## src/rtl/tdm_pkg.sv

```systemverilog
// Shared constants and types for the 8-slot TDM receive path.
package tdm_pkg;

    // Slots per frame and the width of the slot index.
    localparam int NSLOT = 8;
    localparam int SEL_W = 3;

    // Slot index of the final beat in a frame.
    localparam logic [SEL_W-1:0] LAST_SLOT = 3'd7;

    // HUNT: not frame-aligned yet; RUN: aligned and collecting slots.
    typedef enum logic {
        HUNT = 1'b0,
        RUN  = 1'b1
    } tdm_state_t;

endpackage

```

## src/rtl/tdm_slot_ctr.sv

```systemverilog
// Slot counter for the TDM demux.
// Tracks which slot the next beat belongs to. Clearing has priority over loading,
// and loading has priority over incrementing. Incrementing wraps 7 -> 0.
module tdm_slot_ctr
    import tdm_pkg::*;
(
    input  logic             clk,
    input  logic             rst_n,
    input  logic             clear,
    input  logic             load_one,
    input  logic             inc,
    output logic [SEL_W-1:0] sel,
    output logic             is_last
);

    // Slot index register: the 3-bit increment wraps naturally from 7 back to 0.
    always_ff @(posedge clk or negedge rst_n) begin
        if (!rst_n) begin
            sel <= '0;
        end else if (clear) begin
            sel <= '0;
        end else if (load_one) begin
            sel <= {{(SEL_W-1){1'b0}}, 1'b1};
        end else if (inc) begin
            sel <= sel + 1'b1;
        end
    end

    assign is_last = (sel == LAST_SLOT);

endmodule

```

## src/rtl/tdm_demux_8x1.sv

```systemverilog
// 1-to-8 time-division demultiplexer.
// Collects one beat per slot into a shadow register and publishes all eight
// channels together when slot 7 arrives. Partial frames never reach the outputs.
module tdm_demux_8x1
    import tdm_pkg::*;
#(
    parameter int DW = 1
) (
    input  logic             clk,
    input  logic             rst_n,
    input  logic [DW-1:0]    din,
    input  logic             din_valid,
    input  logic             fsync,
    output logic [DW-1:0]    o0,
    output logic [DW-1:0]    o1,
    output logic [DW-1:0]    o2,
    output logic [DW-1:0]    o3,
    output logic [DW-1:0]    o4,
    output logic [DW-1:0]    o5,
    output logic [DW-1:0]    o6,
    output logic [DW-1:0]    o7,
    output logic [SEL_W-1:0] sel,
    output logic             frame_valid,
    output logic             frame_err,
    output logic             locked
);

    tdm_state_t       state;
    tdm_state_t       state_next;

    logic             ctr_clear;
    logic             ctr_load;
    logic             ctr_inc;
    logic             is_last;

    logic             shadow_we;
    logic [SEL_W-1:0] shadow_idx;
    logic             frame_done;
    logic             err_next;

    // Slots 0..6 wait here until slot 7 completes the frame; slot 7 goes straight out.
    logic [DW-1:0]    shadow [NSLOT-1];
    logic [DW-1:0]    outs   [NSLOT];

    tdm_slot_ctr u_slot_ctr (
        .clk      (clk),
        .rst_n    (rst_n),
        .clear    (ctr_clear),
        .load_one (ctr_load),
        .inc      (ctr_inc),
        .sel      (sel),
        .is_last  (is_last)
    );

    // Decide what the current beat does: align, store, complete, or flag a framing error.
    always_comb begin
        state_next = state;
        ctr_clear  = 1'b0;
        ctr_load   = 1'b0;
        ctr_inc    = 1'b0;
        shadow_we  = 1'b0;
        shadow_idx = sel;
        frame_done = 1'b0;
        err_next   = 1'b0;

        if (din_valid) begin
            case (state)
                HUNT: begin
                    if (fsync) begin
                        shadow_we  = 1'b1;
                        shadow_idx = '0;
                        ctr_load   = 1'b1;
                        state_next = RUN;
                    end
                end
                RUN: begin
                    if (fsync) begin
                        // A sync anywhere but slot 0 abandons the partial frame
                        // and restarts collection with this beat as slot 0.
                        shadow_we  = 1'b1;
                        shadow_idx = '0;
                        ctr_load   = 1'b1;
                        err_next   = (sel != '0);
                    end else if (sel == '0) begin
                        // Slot 0 must carry sync; without it we have lost alignment.
                        err_next   = 1'b1;
                        ctr_clear  = 1'b1;
                        state_next = HUNT;
                    end else if (is_last) begin
                        frame_done = 1'b1;
                        ctr_inc    = 1'b1;
                    end else begin
                        shadow_we  = 1'b1;
                        ctr_inc    = 1'b1;
                    end
                end
                default: begin
                    ctr_clear  = 1'b1;
                    state_next = HUNT;
                end
            endcase
        end
    end

    // FSM state plus the registered status pulses and lock indication.
    always_ff @(posedge clk or negedge rst_n) begin
        if (!rst_n) begin
            state       <= HUNT;
            frame_valid <= 1'b0;
            frame_err   <= 1'b0;
            locked      <= 1'b0;
        end else begin
            state       <= state_next;
            frame_valid <= frame_done;
            frame_err   <= err_next;
            locked      <= (state_next == RUN);
        end
    end

    // Shadow storage for slots 0..6 of the frame under construction.
    always_ff @(posedge clk or negedge rst_n) begin
        if (!rst_n) begin
            for (int i = 0; i < NSLOT - 1; i++) begin
                shadow[i] <= '0;
            end
        end else begin
            for (int i = 0; i < NSLOT - 1; i++) begin
                if (shadow_we && (shadow_idx == i[SEL_W-1:0])) begin
                    shadow[i] <= din;
                end
            end
        end
    end

    // Channel outputs: all eight load together only when a frame completes.
    always_ff @(posedge clk or negedge rst_n) begin
        if (!rst_n) begin
            for (int i = 0; i < NSLOT; i++) begin
                outs[i] <= '0;
            end
        end else if (frame_done) begin
            for (int i = 0; i < NSLOT - 1; i++) begin
                outs[i] <= shadow[i];
            end
            outs[NSLOT-1] <= din;
        end
    end

    assign o0 = outs[0];
    assign o1 = outs[1];
    assign o2 = outs[2];
    assign o3 = outs[3];
    assign o4 = outs[4];
    assign o5 = outs[5];
    assign o6 = outs[6];
    assign o7 = outs[7];

endmodule

```

## config.mk

```make
export PLATFORM = sky130hd
export DESIGN_NAME = tdm_demux_8x1
export DESIGN_NICKNAME = d
export VERILOG_FILES = /design/src/rtl/tdm_pkg.sv /design/src/rtl/tdm_slot_ctr.sv /design/src/rtl/tdm_demux_8x1.sv
export SDC_FILE = /design/constraint.sdc
export NUM_CORES = 1
export LEC_CHECK = 0
export ABC_AREA = 0
export BUFFER_PORTS_ARGS = -buffer_cell sky130_fd_sc_hd__buf_2
export CORE_MARGIN = 10
export CORE_UTILIZATION = 25
export CTS_BUF_LIST = sky130_fd_sc_hd__clkbuf_8
export CTS_CLUSTER_SIZE = 12
export DETAILED_ROUTE_END_ITERATION = 12
export PLACE_DENSITY = 0.39
export SYNTH_ARGS = -nofsm -noshare
export SYNTH_HDL_FRONTEND = slang
export SYNTH_HIERARCHICAL = 1
export SYNTH_SLANG_ARGS = --single-unit
```

## constraint.sdc

```tcl
create_clock -name clk -period 2.12 [get_ports clk]
set_input_delay 0.106 -clock clk [delete_from_list [all_inputs] [get_ports clk]]
set_output_delay 0.106 -clock clk [all_outputs]
set_load 0.02 [all_outputs]
```

**Yosys cells after proc, flatten, opt, wreduce, memory -nomap -nowiden**

Cells that the tools add are included.

- Equal/unequal tests: 7
- Bitwise gates (word level): 1
- Reductions and logical operators: 11
- Muxes and demuxes: 30
- Add/subtract/negate cells: 1

Operator list:

| operator | number |
|---|---|
| two-way mux 1 bit | 23 |
| two-way mux 3 bit | 5 |
| equality test 3 bit, second input constant | 4 |
| logical AND 1 bit | 7 |
| equality test 3 x 2 -> 1 bit, second input constant | 2 |
| zero test 3 bit | 2 |
| nonzero test 3 bit | 2 |
| case mux 1 bit (2 select lines) | 2 |
| adder 3 x 1 -> 3 bit, second input constant | 1 |
| equality test 3 x 1 -> 1 bit, second input constant | 1 |
| inverter 1 bit | 1 |

- Input bits: 5
- Word-level logic and storage cells: 69
- Output and inout bits: 14
- Flip-flop bits (word level): 21

**Longest topological paths before layout**

Gate-level depths: netlist of the first run.

- Depth after elaboration: 8
- Gate-level depth with buffers: 5
- Mapped depth without buffers: 5

**Modules after synthesis**

The synthesis of the first run kept the hierarchy.

Modules (own cells, without submodules):

| module | sequential area each (µm²) | area each (µm²) | instances | cells each |
|---|---|---|---|---|
| tdm_demux_8x1 | 450.4 | 838.3 | 1 | 55 |
| tdm_slot_ctr | 75.1 | 147.6 | 1 | 12 |

**Worst setup path after synthesis of the first run**

Ideal clock, no wire load.

- Kind: reg-to-reg
- From: reg u_slot_ctr.sel[0]
- To: reg shadow[0] (netlist name)
- Data arrival time: 1.780 ns
- Clock period less this slack: 1.908 ns
- Buffers on the path: 0
- Setup slack: 0.212 ns
- Library setup time: 0.128 ns
- Data required time: 1.992 ns
- Cell stages (with the launch flop): 6
- Cells stage by stage: dfrtp_1 -> ha_1 -> ha_1 -> nand4b_1 -> nor4b_1 -> mux2_1

- Longest elaborated chain between the ends: 7
- Elaborated cells between the ends (all ways): 11
- Those cells by class: eq/ne: 2; mux: 7; reduce/logical: 2

RTL lines:

| element | RTL line | RTL |
|---|---|---|
| from (decl) | tdm_slot_ctr.sv:12 | `output logic [SEL_W-1:0] sel,` |
| from (signal assigned) | tdm_slot_ctr.sv:23 | `sel <= {{(SEL_W-1){1'b0}}, 1'b1};` |
| from (signal assigned) | tdm_slot_ctr.sv:25 | `sel <= sel + 1'b1;` |
| equality test 3 bit | tdm_slot_ctr.sv:29 | `assign is_last = (sel == LAST_SLOT);` |
| via is_last | tdm_demux_8x1.sv:34 | `logic is_last;` |
| two-way mux 1 bit | tdm_demux_8x1.sv:89 | `end else if (is_last) begin` |
| two-way mux 1 bit | tdm_demux_8x1.sv:84 | `end else if (sel == '0) begin` |
| two-way mux 1 bit | tdm_demux_8x1.sv:77 | `if (fsync) begin` |
| case mux 1 bit (2 select lines) | tdm_demux_8x1.sv:67 | `case (state)` |
| two-way mux 1 bit | tdm_demux_8x1.sv:66 | `if (din_valid) begin` |
| logical AND 1 bit | tdm_demux_8x1.sv:128 | `if (shadow_we && (shadow_idx == i[SEL_W-1:0])) begin` |
| to (signal, indexed assignment) | tdm_demux_8x1.sv:129 | `shadow[i] <= din;` |
| to (decl) | tdm_demux_8x1.sv:42 | `logic [DW-1:0] shadow [NSLOT-1];` |

The timed path passes the listed nets, and every way through them passes these cells.
A chain may end at the register's enable or synchronous reset.

**Worst setup path in the final report of the first run**

- From: reg u_slot_ctr.sel[1]
- To: reg shadow[0] (netlist name)

The elaborated chain is that of the path after synthesis.

==> metrics, run 1 <==
status=finished clean; Setup violations, final=0; Post-CTS Resized=0; Rows=22; Worst Path Required=2.27 ns; residual DRC count=0; Initial Utilization=0.2634; number of flip-flops under the largest register name=7; Die Span X=82.80 um; Chip Height=82.80 um; Slew @ Worst Pin=0.5060 ns; WS Path Type=flop to flop; worst clock skew=0.002363 ns; Reg power frac=0.460; Top reg by flops=shadow; share of the synthesized area in the top cell type=0.5330; r2r startpoint=u_slot_ctr/sel[1]$_DFFE_PN0P_; Routed WL=2066 um; CP most frequent cell=ha_1; Worst setup SP type=flop; P_leak=0.6056 nW; vias in the first global route=704; VDD IR-drop max=373.0 uV; max-slew violations=0; Psw=431.2 uW; Clock Latency Late Sink=0.26 ns; first-pass GRT wire length=3581 um; M1 wire length=943 um; chain of cells forming the critical path=ha_1 -> ha_1 -> nand4b_1 -> nor4b_1 -> mux2_1; largest net degree at the start of global routing=22; layout cells sized above 1=0.4066; relative slew slack=0.6627; Global Route Usage Sum=0.06292; Avg Inst Size Synth=14.72 um^2; Num CTS Buffers=3; cts hold-fix bufs=1; area leader, netlist=dfrtp_1; # diodes=0; post-DP HPWL=1512 um; PwrDens=1026 nW/um^2; Worst path slowest cell=dfrtp_1; TritonCTS clock tree=done; H-tree Lvls=1; iteration count of the initial detailed-routing pass=3; setup bufs post-CTS=0; Worst-path clk slew=0.08 ns; Via density=4.504; input/output buffers=18; Final Critical Period=1.880 ns; Overflow after GRT=0; WL met2=939 um; number of DRC markers in iteration 0=38; Die Area=6856 um^2; Synth Cell Area=985.9 um^2; Finished Core Util=0.3205; Hold Crit Class=primary input to flop; syn nets=76; Logic pwr share=0.323; Worst setup EP type=flop; CTS root buf=clkbuf_8; Pint=799.6 uW; FF+latch count, synth=21; ranking of synthesized cells by area=dfrtp_1 53%, mux2_4 12%, mux2_1 8.0%, ha_1 5.1%, nand4b_1 2.7%; top sig layer=met4; count of clock tree sinks=21; Fmax=532.0 MHz; initial antenna violation count=0; yosys warns=6; final hold vios=0; unique cell type count in the Yosys netlist=22; largest registers=shadow x7, u_slot_ctr/sel x3; I/O pin cnt=19; via count=626; period utilization=0.8866; Worst Path Arrival=2.03 ns; wire per inst=14.86 um; switching share of power=0.3503; Area Growth Syn to Fin=21.70%; met3 WL=172 um; Max-Cap Viols=0; register area share after synthesis=0.5330; Setup TNS Final=0 ns; unrepaired setup endpoints after global routing=false; hold path start=din; Final nets=101; antenna-violating nets left=0; slowest stage delay, CP=0.44 ns; synthesized instance count=67; power share of the clock group=0.217; core area=3744 um^2; buffer depth of the longest clock path=2; filler cell count=414; Worst Setup SP=u_slot_ctr/sel[1]$_DFFE_PN0P_; CP Max Fanout=6; GP Congestion=0.7574
==> routing by layer <==
metal	vias to the layer above	GRT usage
li1	292	-
met1	315	0.07127
met2	17	0.09777
met3	2	0.03906
met4	0	0.01385
met5	-	0
==> cells in the final DEF, fill, tap and decap left out <==
| cell type | instances |
|---|---|
| nand4_1 | 1 |
| nor2_8 | 1 |
| dlygate4sd3_1 | 1 |
| mux2_1 | 7 |
| or3_4 | 1 |
| nor3_1 | 2 |
| nand4b_2 | 1 |
| nor4_1 | 1 |
| ha_1 | 4 |
| nand4b_1 | 3 |
| and4bb_1 | 1 |
| clkbuf_8 | 3 |
| clkinv_4 | 1 |
| mux2i_1 | 2 |
| dfrtp_1 | 21 |
| nand2_2 | 1 |
| xnor2_1 | 1 |
| buf_4 | 1 |
| a21oi_1 | 1 |
| and3_1 | 3 |
| nor2_1 | 2 |
| clkinv_2 | 1 |
| inv_1 | 2 |
| mux2_4 | 8 |
| nor4b_1 | 2 |
| inv_2 | 1 |
| buf_2 | 18 |
==> synthesized netlist by cell type <==
cell type,count
dfrtp_1,21
mux2_4,8
mux2_1,7
ha_1,4
and3_1,3
nand4b_1,3
inv_1,2
mux2i_1,2
nor2_1,2
nor3_1,2
nor4b_1,2
a21oi_1,1
and4bb_1,1
clkinv_4,1
inv_2,1
nand2_2,1
nand4_1,1
nand4b_2,1
nor2_8,1
nor4_1,1
or3_4,1
xnor2_1,1
==> worst max-delay path, delay by kind of cell (launching register included) <==
family	cells	cell delay, ns
mux	1	0.35
fa+ha+maj	2	0.42
simple gates	2	0.56
flops	1	0.44
==> metrics by stage <==
stage          cell area (um^2)  std cells  power [mW]  hold WS, ns  setup slack [ns]
2_1_floorplan             985.9         67      0.8336      -0.1896            0.2120
3_3_place_gp               1144        134      0.9695       0.1016            0.2773
3_5_place_dp               1144        134      0.9760       0.1041            0.2639
4_1_cts                    1200        139       1.253       0.1772            0.2493
5_1_grt                    1200        139       1.329       0.1823            0.1480
6_report                   1200        139       1.231       0.1748            0.2403
==> power by group through the flow <==
stage | Sequential [mW] | Clock, mW | Combinational [mW]
after CTS | 0.567 | 0.281 | 0.405
after floorplan | 0.631 | 0 | 0.202
final | 0.566 | 0.267 | 0.397
after detailed placement | 0.574 | 0 | 0.402
after global placement | 0.573 | 0 | 0.397
after global routing | 0.584 | 0.303 | 0.442
==> final timing paths <==
path / end / slack, ns / depth (start not counted)
max in group asynchronous: o2$_DFFE_PN0P_ / 1.44 / 2
hold reg to reg: shadow[6]$_DFFE_PN0P_ / 0.49 / 1
hold / removal: shadow[3]$_DFFE_PN0P_ / 0.17 / 2
setup / recovery: shadow[0]$_DFFE_PN0P_ / 0.24 / 5
setup reg to reg: shadow[0]$_DFFE_PN0P_ / 0.24 / 5
min in group asynchronous: o7$_DFFE_PN0P_ / 0.34 / 2
==> cell type report <==
cell class / instances / area [um^2] / area share
repair buffers: 20 / 107.6 / 0.08968
clock buffers: 3 / 41.29 / 0.03441
inverters: 4 / 20.02 / 0.01668
well taps: 48 / 60.06 / 0.05005
multi-input cells: 42 / 440.4 / 0.3670
clock inverters: 1 / 5.005 / 0.004171
flip-flops and latches: 21 / 525.5 / 0.4380
==> cell families (layout without fill, tap and decap cells) <==
logic type,after synthesis,count (layout),share of synthesized area
simple gates,19,19,0.1599
fa+ha+maj,4,4,0.05076
flops,21,21,0.5330
xor+xnor,1,1,0.008885
buf+inv,4,28,0.02031
mux,17,17,0.2221
compound gates,1,1,0.005071
(Power assumes the default switching activity.)
==> run 2, diff against run 1 <==
CTS_CLUSTER_SIZE = 25   (was 12)
PLACE_DENSITY = 0.41   (was 0.39)
clock period = 1.5 ns   (was 2.12 ns; I/O delays follow)
==> run 2 against run 1 <==
The flow now finishes with violations (setup timing); maximum frequency grew 6.8%; global-route usage rose by 0.26 points; setup slack got worse by 0.50 ns; clock power rose by 44%; wire length rose by 7.2%; hold slack lost 0.030 ns.
==> metrics, run 2 (synthesis results as in run 1) <==
max-slew violations=0 (unchanged); residual DRC count=0 (unchanged); Hold Crit Class=primary input to flop (unchanged); reg2reg setup slack=-0.26 ns (was 0.24 ns); Worst setup SP type=flop (unchanged); FF+latch area=529.3 um^2 (was 525.5 um^2); Final Critical Period=1.760 ns (was 1.880 ns); Routed WL=2214 um (was 2066 um); Setup violations, final=19 (was 0); I/O pin cnt=19 (unchanged); Die Span X=82.80 um (unchanged); hold path start=din (unchanged); met3 WL=138 um (was 172 um); Logic pwr share=0.388 (was 0.323); number of DRC markers in iteration 0=16 (was 38); Buf/Inv on CP=0 (unchanged); Die Area=6856 um^2 (unchanged); Rows=22 (unchanged); PwrDens=1452 nW/um^2 (was 1026 nW/um^2); iteration count of the initial detailed-routing pass=2 (was 3); CP most frequent cell=ha_4 (was ha_1); slowest stage delay, CP=0.43 ns (was 0.44 ns); Top reg by flops=shadow (unchanged); worst clock skew=0.006782 ns (was 0.002363 ns); relative slew slack=0.6679 (was 0.6627); Worst Reg-to-Reg Cells=5 (unchanged); status=finished with violations (was finished clean); post-DP HPWL=1636 um (was 1512 um); Max-Cap Viols=0 (unchanged); Worst setup EP type=flop (unchanged); chain of cells forming the critical path=ha_4 -> ha_4 -> nand4b_1 -> nor4b_2 -> mux2_1 (was ha_1 -> ha_1 -> nand4b_1 -> nor4b_1 -> mux2_1); top sig layer=met4 (unchanged); failing checks=setup timing; Via density=4.510 (was 4.504); Setup WS post-layout=-0.2600 ns (was 0.2403 ns); buffer depth of the longest clock path=2 (unchanged); Clock Latency Late Sink=0.27 ns (was 0.26 ns); Pint=1.250 mW (was 799.6 uW); Multi-input gate area=501.7 um^2 (was 440.4 um^2); VDD IR-drop max=580.9 uV (was 373.0 uV); CP Max Fanout=3 (was 6); Worst-path clk slew=0.08 ns (about the same); GP Congestion=0.7252 (was 0.7574); filler cell count=393 (was 414); Worst Path Required=1.66 ns (was 2.27 ns); unrepaired setup endpoints after global routing=true (was false); core area=3744 um^2 (unchanged); vias in the first global route=716 (was 704); Initial Utilization=0.2634 (unchanged); H-tree Lvls=1 (unchanged); Cells on Worst Hold Path=2 (unchanged); Worst Path Arrival=1.92 ns (was 2.03 ns); reg2reg end=shadow[0]$_DFFE_PN0P_ (unchanged); largest registers=shadow x7, u_slot_ctr/sel x3 (unchanged); input/output buffers=18 (unchanged); WS Path Type=flop to flop (unchanged); r2r startpoint=u_slot_ctr/sel[1]$_DFFE_PN0P_ (unchanged); commonest non-fill, non-tap cells in the layout=18 x dfrtp_1, 18 x buf_2, 8 x mux2_4, 8 x buf_4, 7 x mux2_1 (was 21 x dfrtp_1, 18 x buf_2, 8 x mux2_4, 7 x mux2_1, 4 x ha_1); final hold vios=0 (unchanged); Final nets=109 (was 101); number of flip-flops under the largest register name=7 (unchanged); initial antenna violation count=0 (unchanged); Area Growth Syn to Fin=34.77% (was 21.70%); # diodes=0 (unchanged); cell family with most CP delay=simple AND/OR/NAND/NOR gates (unchanged); Psw=678.6 uW (was 431.2 uW); count of clock tree sinks=21 (unchanged); Overflow after GRT=0 (unchanged); Pwr Total=1.929 mW (was 1.231 mW); M1 wire length=976 um (was 943 um); period utilization=1.173 (was 0.8866); antenna-violating nets left=0 (unchanged); WL met2=1077 um (was 939 um); largest net degree at the start of global routing=22 (unchanged); Num CTS Buffers=3 (unchanged); P_leak=0.6407 nW (was 0.6056 nW); power share of the clock group=0.199 (was 0.217); wire per inst=15.06 um (was 14.86 um); CTS root buf=clkbuf_8 (unchanged); WHS Endpoint=shadow[0]$_DFFE_PN0P_ (was shadow[3]$_DFFE_PN0P_); Global Route Usage Sum=0.06556 (was 0.06292); Chip Height=82.80 um (unchanged); Reg power frac=0.413 (was 0.460); TritonCTS clock tree=done (unchanged); first-pass GRT wire length=3760 um (was 3581 um); layout cells sized above 1=0.5657 (was 0.4066); dpl ws=-0.2649 ns (was 0.2639 ns); switching share of power=0.3518 (was 0.3503); Slew @ Worst Pin=0.4981 ns (was 0.5060 ns); via count=663 (was 626); Worst path slowest cell=dfrtp_2 (was dfrtp_1); Fmax=568.2 MHz (was 532.0 MHz)
## run 2: changes by cell type in the layout (fill, tap and decap cells not counted), moves of 3 or more
cell     delta
dfrtp_1     -3
dfrtp_2     +3
buf_4       +7
ha_1        -3
## run 2: layout make-up
type                       instances  share of cell area
sequential                        21              0.3983
multi-input combinational         42              0.3776
timing repair buffer              28              0.1290
tap                               48             0.04520
clock buffer                       3             0.03107
inverter                           4             0.01507
clock inverter                     1            0.003766
## run 2: stage by stage
step	hold WS (ns)	cells	instance area, um^2	util	TNS [ns]
after global placement	0.06457	141	1237	0.3305	-2.807
after floorplan	-0.2206	67	1027	-	-2.300
final	0.1450	147	1329	0.3549	-2.989
after CTS	0.1552	147	1319	0.3523	-3.129
after detailed placement	0.07086	141	1237	0.3305	-3.056
after global routing	0.1555	147	1329	0.3549	-4.028
## run 2: repair_timing
action	in CTS	in global routing
setup endpoints to repair	19	19
endpoints found under the hold margin	21	0
gates resized for setup	5	2
setup buffers	1	0
pin swaps	3	3
hold buffers	1	0
## run 2: power groups by stage
stage          combinational [mW]  clock (mW)  sequential, mW
6_report                    0.749       0.384           0.796
5_1_grt                     0.830       0.433           0.811
4_1_cts                     0.748       0.401           0.799
3_5_place_dp                0.710           0           0.809
3_3_place_gp                0.708           0           0.806
2_1_floorplan               0.308           0           0.914
## run 2: worst max path at each step
stage | startpoint | to | slack [ns] | depth (start not counted)
after global placement | u_slot_ctr/sel[1]$_DFFE_PN0P_ | shadow[0]$_DFFE_PN0P_ | -0.25 | 5
after global routing | u_slot_ctr/sel[1]$_DFFE_PN0P_ | shadow[0]$_DFFE_PN0P_ | -0.34 | 5
after CTS | u_slot_ctr/sel[1]$_DFFE_PN0P_ | shadow[0]$_DFFE_PN0P_ | -0.27 | 5
after floorplan | u_slot_ctr/sel[0]$_DFFE_PN0P_ | shadow[0]$_DFFE_PN0P_ | -0.30 | 5
after detailed placement | u_slot_ctr/sel[1]$_DFFE_PN0P_ | shadow[0]$_DFFE_PN0P_ | -0.26 | 5
final | u_slot_ctr/sel[1]$_DFFE_PN0P_ | shadow[0]$_DFFE_PN0P_ | -0.26 | 5
## run 2: metal layers
layer,global-route usage,vias up
li1,-,312
met1,0.07875,332
met2,0.1027,15
met3,0.03223,4
met4,0.01385,0
met5,0,-
## run 2: worst reg2reg max path, delay by kind of cell, from the launching register on
family | cells | cell delay [ns]
flip-flops | 1 | 0.43
AND/OR/NAND/NOR | 2 | 0.56
multiplexers | 1 | 0.34
adder cells (fa/ha/maj) | 2 | 0.31
==> run 3, diff against run 2 <==
BUFFER_PORTS_ARGS = -buffer_cell sky130_fd_sc_hd__clkbuf_2   (was -buffer_cell sky130_fd_sc_hd__buf_2)
HOLD_SLACK_MARGIN = 0.08   (was not set)
==> run 3 against run 2 <==
Largest cell class unchanged; critical path depth unchanged; clock skew down 0.0053 ns; power up 1.3%; non-clock buffer count unchanged; sequential share of layout area down 0.77 points; the flow still finishes with violations (setup timing); die area unchanged; utilization up 0.70 points; combinational power up 5.7%; setup slack worse by 0.011 ns; register-to-register slack about the same; first-iteration DRC count rose to 2.6 times the previous value; via count down 1.4%.
==> metrics, run 3 (synthesis results as in run 1) <==
status=finished with violations (unchanged); failing checks=setup timing (unchanged); wire per inst=14.38 um (was 15.06 um); filler cell count=413 (was 393); core area=3744 um^2 (unchanged); Reg power frac=0.405 (was 0.413); switching share of power=0.3474 (was 0.3518); max-slew violations=0 (unchanged); Max-Cap Viols=0 (unchanged); dpl ws=-0.3009 ns (was -0.2649 ns); Pint=1.275 mW (was 1.250 mW); period utilization=1.180 (was 1.173); Initial Utilization=0.2634 (unchanged); Num CTS Buffers=3 (unchanged); Worst Path Arrival=1.92 ns (about the same); unrepaired setup endpoints after global routing=true (unchanged); Worst setup SP type=flop (unchanged); input/output buffers=18 (unchanged); Routed WL=2114 um (was 2214 um); Setup violations, final=19 (unchanged); Clock Latency Late Sink=0.26 ns (was 0.27 ns); Die Span X=82.80 um (unchanged); PwrDens=1442 nW/um^2 (was 1452 nW/um^2); Worst-path clk slew=0.08 ns (about the same); GP Congestion=0.7366 (was 0.7252); via count=654 (was 663); GRT met3 Usage=0.03125 (was 0.03223); Worst setup EP type=flop (unchanged); Finished Core Util=0.3620 (was 0.3549); layout cells sized above 1=0.5758 (was 0.5657); CP Max Fanout=3 (unchanged); Rows=22 (unchanged); Die Area=6856 um^2 (unchanged); Via density=4.449 (was 4.510); Fmax=564.8 MHz (was 568.2 MHz); Chip Height=82.80 um (unchanged); largest registers=shadow x7, u_slot_ctr/sel x3 (unchanged); Final nets=109 (unchanged); initial antenna violation count=0 (unchanged); buffer depth of the longest clock path=2 (unchanged); CTS root buf=clkbuf_8 (unchanged); vias in the first global route=703 (was 716); H-tree Lvls=1 (unchanged); Setup WS post-layout=-0.2707 ns (was -0.2600 ns); antenna-violating nets left=0 (unchanged); P_leak=0.6397 nW (was 0.6407 nW); Worst Path Required=1.65 ns (was 1.66 ns); grt met1 use=0.07309 (was 0.07875); placed instance area=1237 um^2 (unchanged); met2 global-route usage=0.1013 (was 0.1027); power share of the clock group=0.190 (was 0.199); count of clock tree sinks=21 (unchanged); residual DRC count=0 (unchanged); relative slew slack=0.6466 (was 0.6679); Slew @ Worst Pin=0.5300 ns (was 0.4981 ns); design area=1355 um^2 (was 1329 um^2); Setup TNS Final=-3.817 ns (was -2.989 ns); FF+latch area=529.3 um^2 (unchanged); largest net degree at the start of global routing=22 (unchanged); GR peak layer=met2 (unchanged); hold_ws=0.1580 ns (was 0.1450 ns); I/O pin cnt=19 (unchanged); Final Critical Period=1.771 ns (was 1.760 ns); Overflow after GRT=0 (unchanged); worst clock skew=0.001472 ns (was 0.006782 ns); Global Route Usage Sum=0.06236 (was 0.06556); Top reg by flops=shadow (unchanged); Logic pwr share=0.405 (was 0.388); Multi-input gate area=520.5 um^2 (was 501.7 um^2); Psw=679.0 uW (was 678.6 uW); VDD IR-drop max=536.3 uV (was 580.9 uV); # diodes=0 (unchanged); first-pass GRT wire length=3560 um (was 3760 um); final hold vios=0 (unchanged); post-DP HPWL=1589 um (was 1636 um); iteration count of the initial detailed-routing pass=2 (unchanged); number of DRC markers in iteration 0=42 (was 16); Hold Crit Class=primary input to flop (unchanged); number of flip-flops under the largest register name=7 (unchanged); commonest non-fill, non-tap cells in the layout=18 x dfrtp_1, 18 x clkbuf_2, 8 x mux2_4, 8 x buf_4, 7 x mux2_1 (was 18 x dfrtp_1, 18 x buf_2, 8 x mux2_4, 8 x buf_4, 7 x mux2_1); Area Growth Syn to Fin=37.44% (was 34.77%); TritonCTS clock tree=done (unchanged); WS Path Type=flop to flop (unchanged)
[run 3: worst max-delay path, cell delays in order, from the launching register on]
cell and delay [ns]:
dfrtp_2 0.43, ha_4 0.17, ha_4 0.15, nand4b_1 0.24
nor4b_2 0.32, mux2_1 0.35
[run 3: through the flow]
step	total power, mW	cells
final	1.954	147
after global routing	2.100	147
after CTS	1.993	147
after detailed placement	1.514	141
after global placement	1.511	141
after floorplan	1.222	67
[run 3: metal layers]
metal  up-vias  wire, um  part of all wire
met5         -         0                 0
met1       327       947              0.45
li1        308         -                 -
met4         0         7            0.0033
met3         2       147             0.070
met2        17      1012              0.48
[run 3: cell type report]
class                   instances  share of cell area
well taps                      48             0.04432
clock buffers                   3             0.03047
multi-input cells              42              0.3841
flip-flops and latches         21              0.3906
clock inverters                 1            0.003693
repair buffers                 28              0.1265
inverters                       4             0.02031
[run 3: power by group through the flow]
stage	Combinational (mW)	Sequential, mW	Clock [mW]
finish	0.792	0.791	0.372
global route	0.872	0.808	0.419
CTS	0.808	0.794	0.392
detailed placement	0.706	0.808	0
global placement	0.703	0.808	0
floorplan	0.308	0.914	0
[run 3: final timing paths]
check | start | end | slack, ns | cells after the start
worst max-delay path | u_slot_ctr/sel[1]$_DFFE_PN0P_ | shadow[0]$_DFFE_PN0P_ | -0.27 | 5
worst min-delay path | din | shadow[1]$_DFFE_PN0P_ | 0.16 | 2
worst max register to register | u_slot_ctr/sel[1]$_DFFE_PN0P_ | shadow[0]$_DFFE_PN0P_ | -0.27 | 5
worst min register to register | shadow[1]$_DFFE_PN0P_ | shadow[1]$_DFFE_PN0P_ | 0.49 | 1
max in group asynchronous | rst_n | u_slot_ctr/sel[0]$_DFFE_PN0P_ | 0.80 | 2
min in group asynchronous | rst_n | o7$_DFFE_PN0P_ | 0.32 | 2
[run 3: what timing repair did]
action                                 4_1_cts  5_1_grt
setup endpoints to repair                   19       19
setup buffers                                1        0
pin swaps                                    5        2
hold buffers                                 1        0
gates cloned                                 0        0
endpoints found under the hold margin       21        0
resized for setup                           11        0
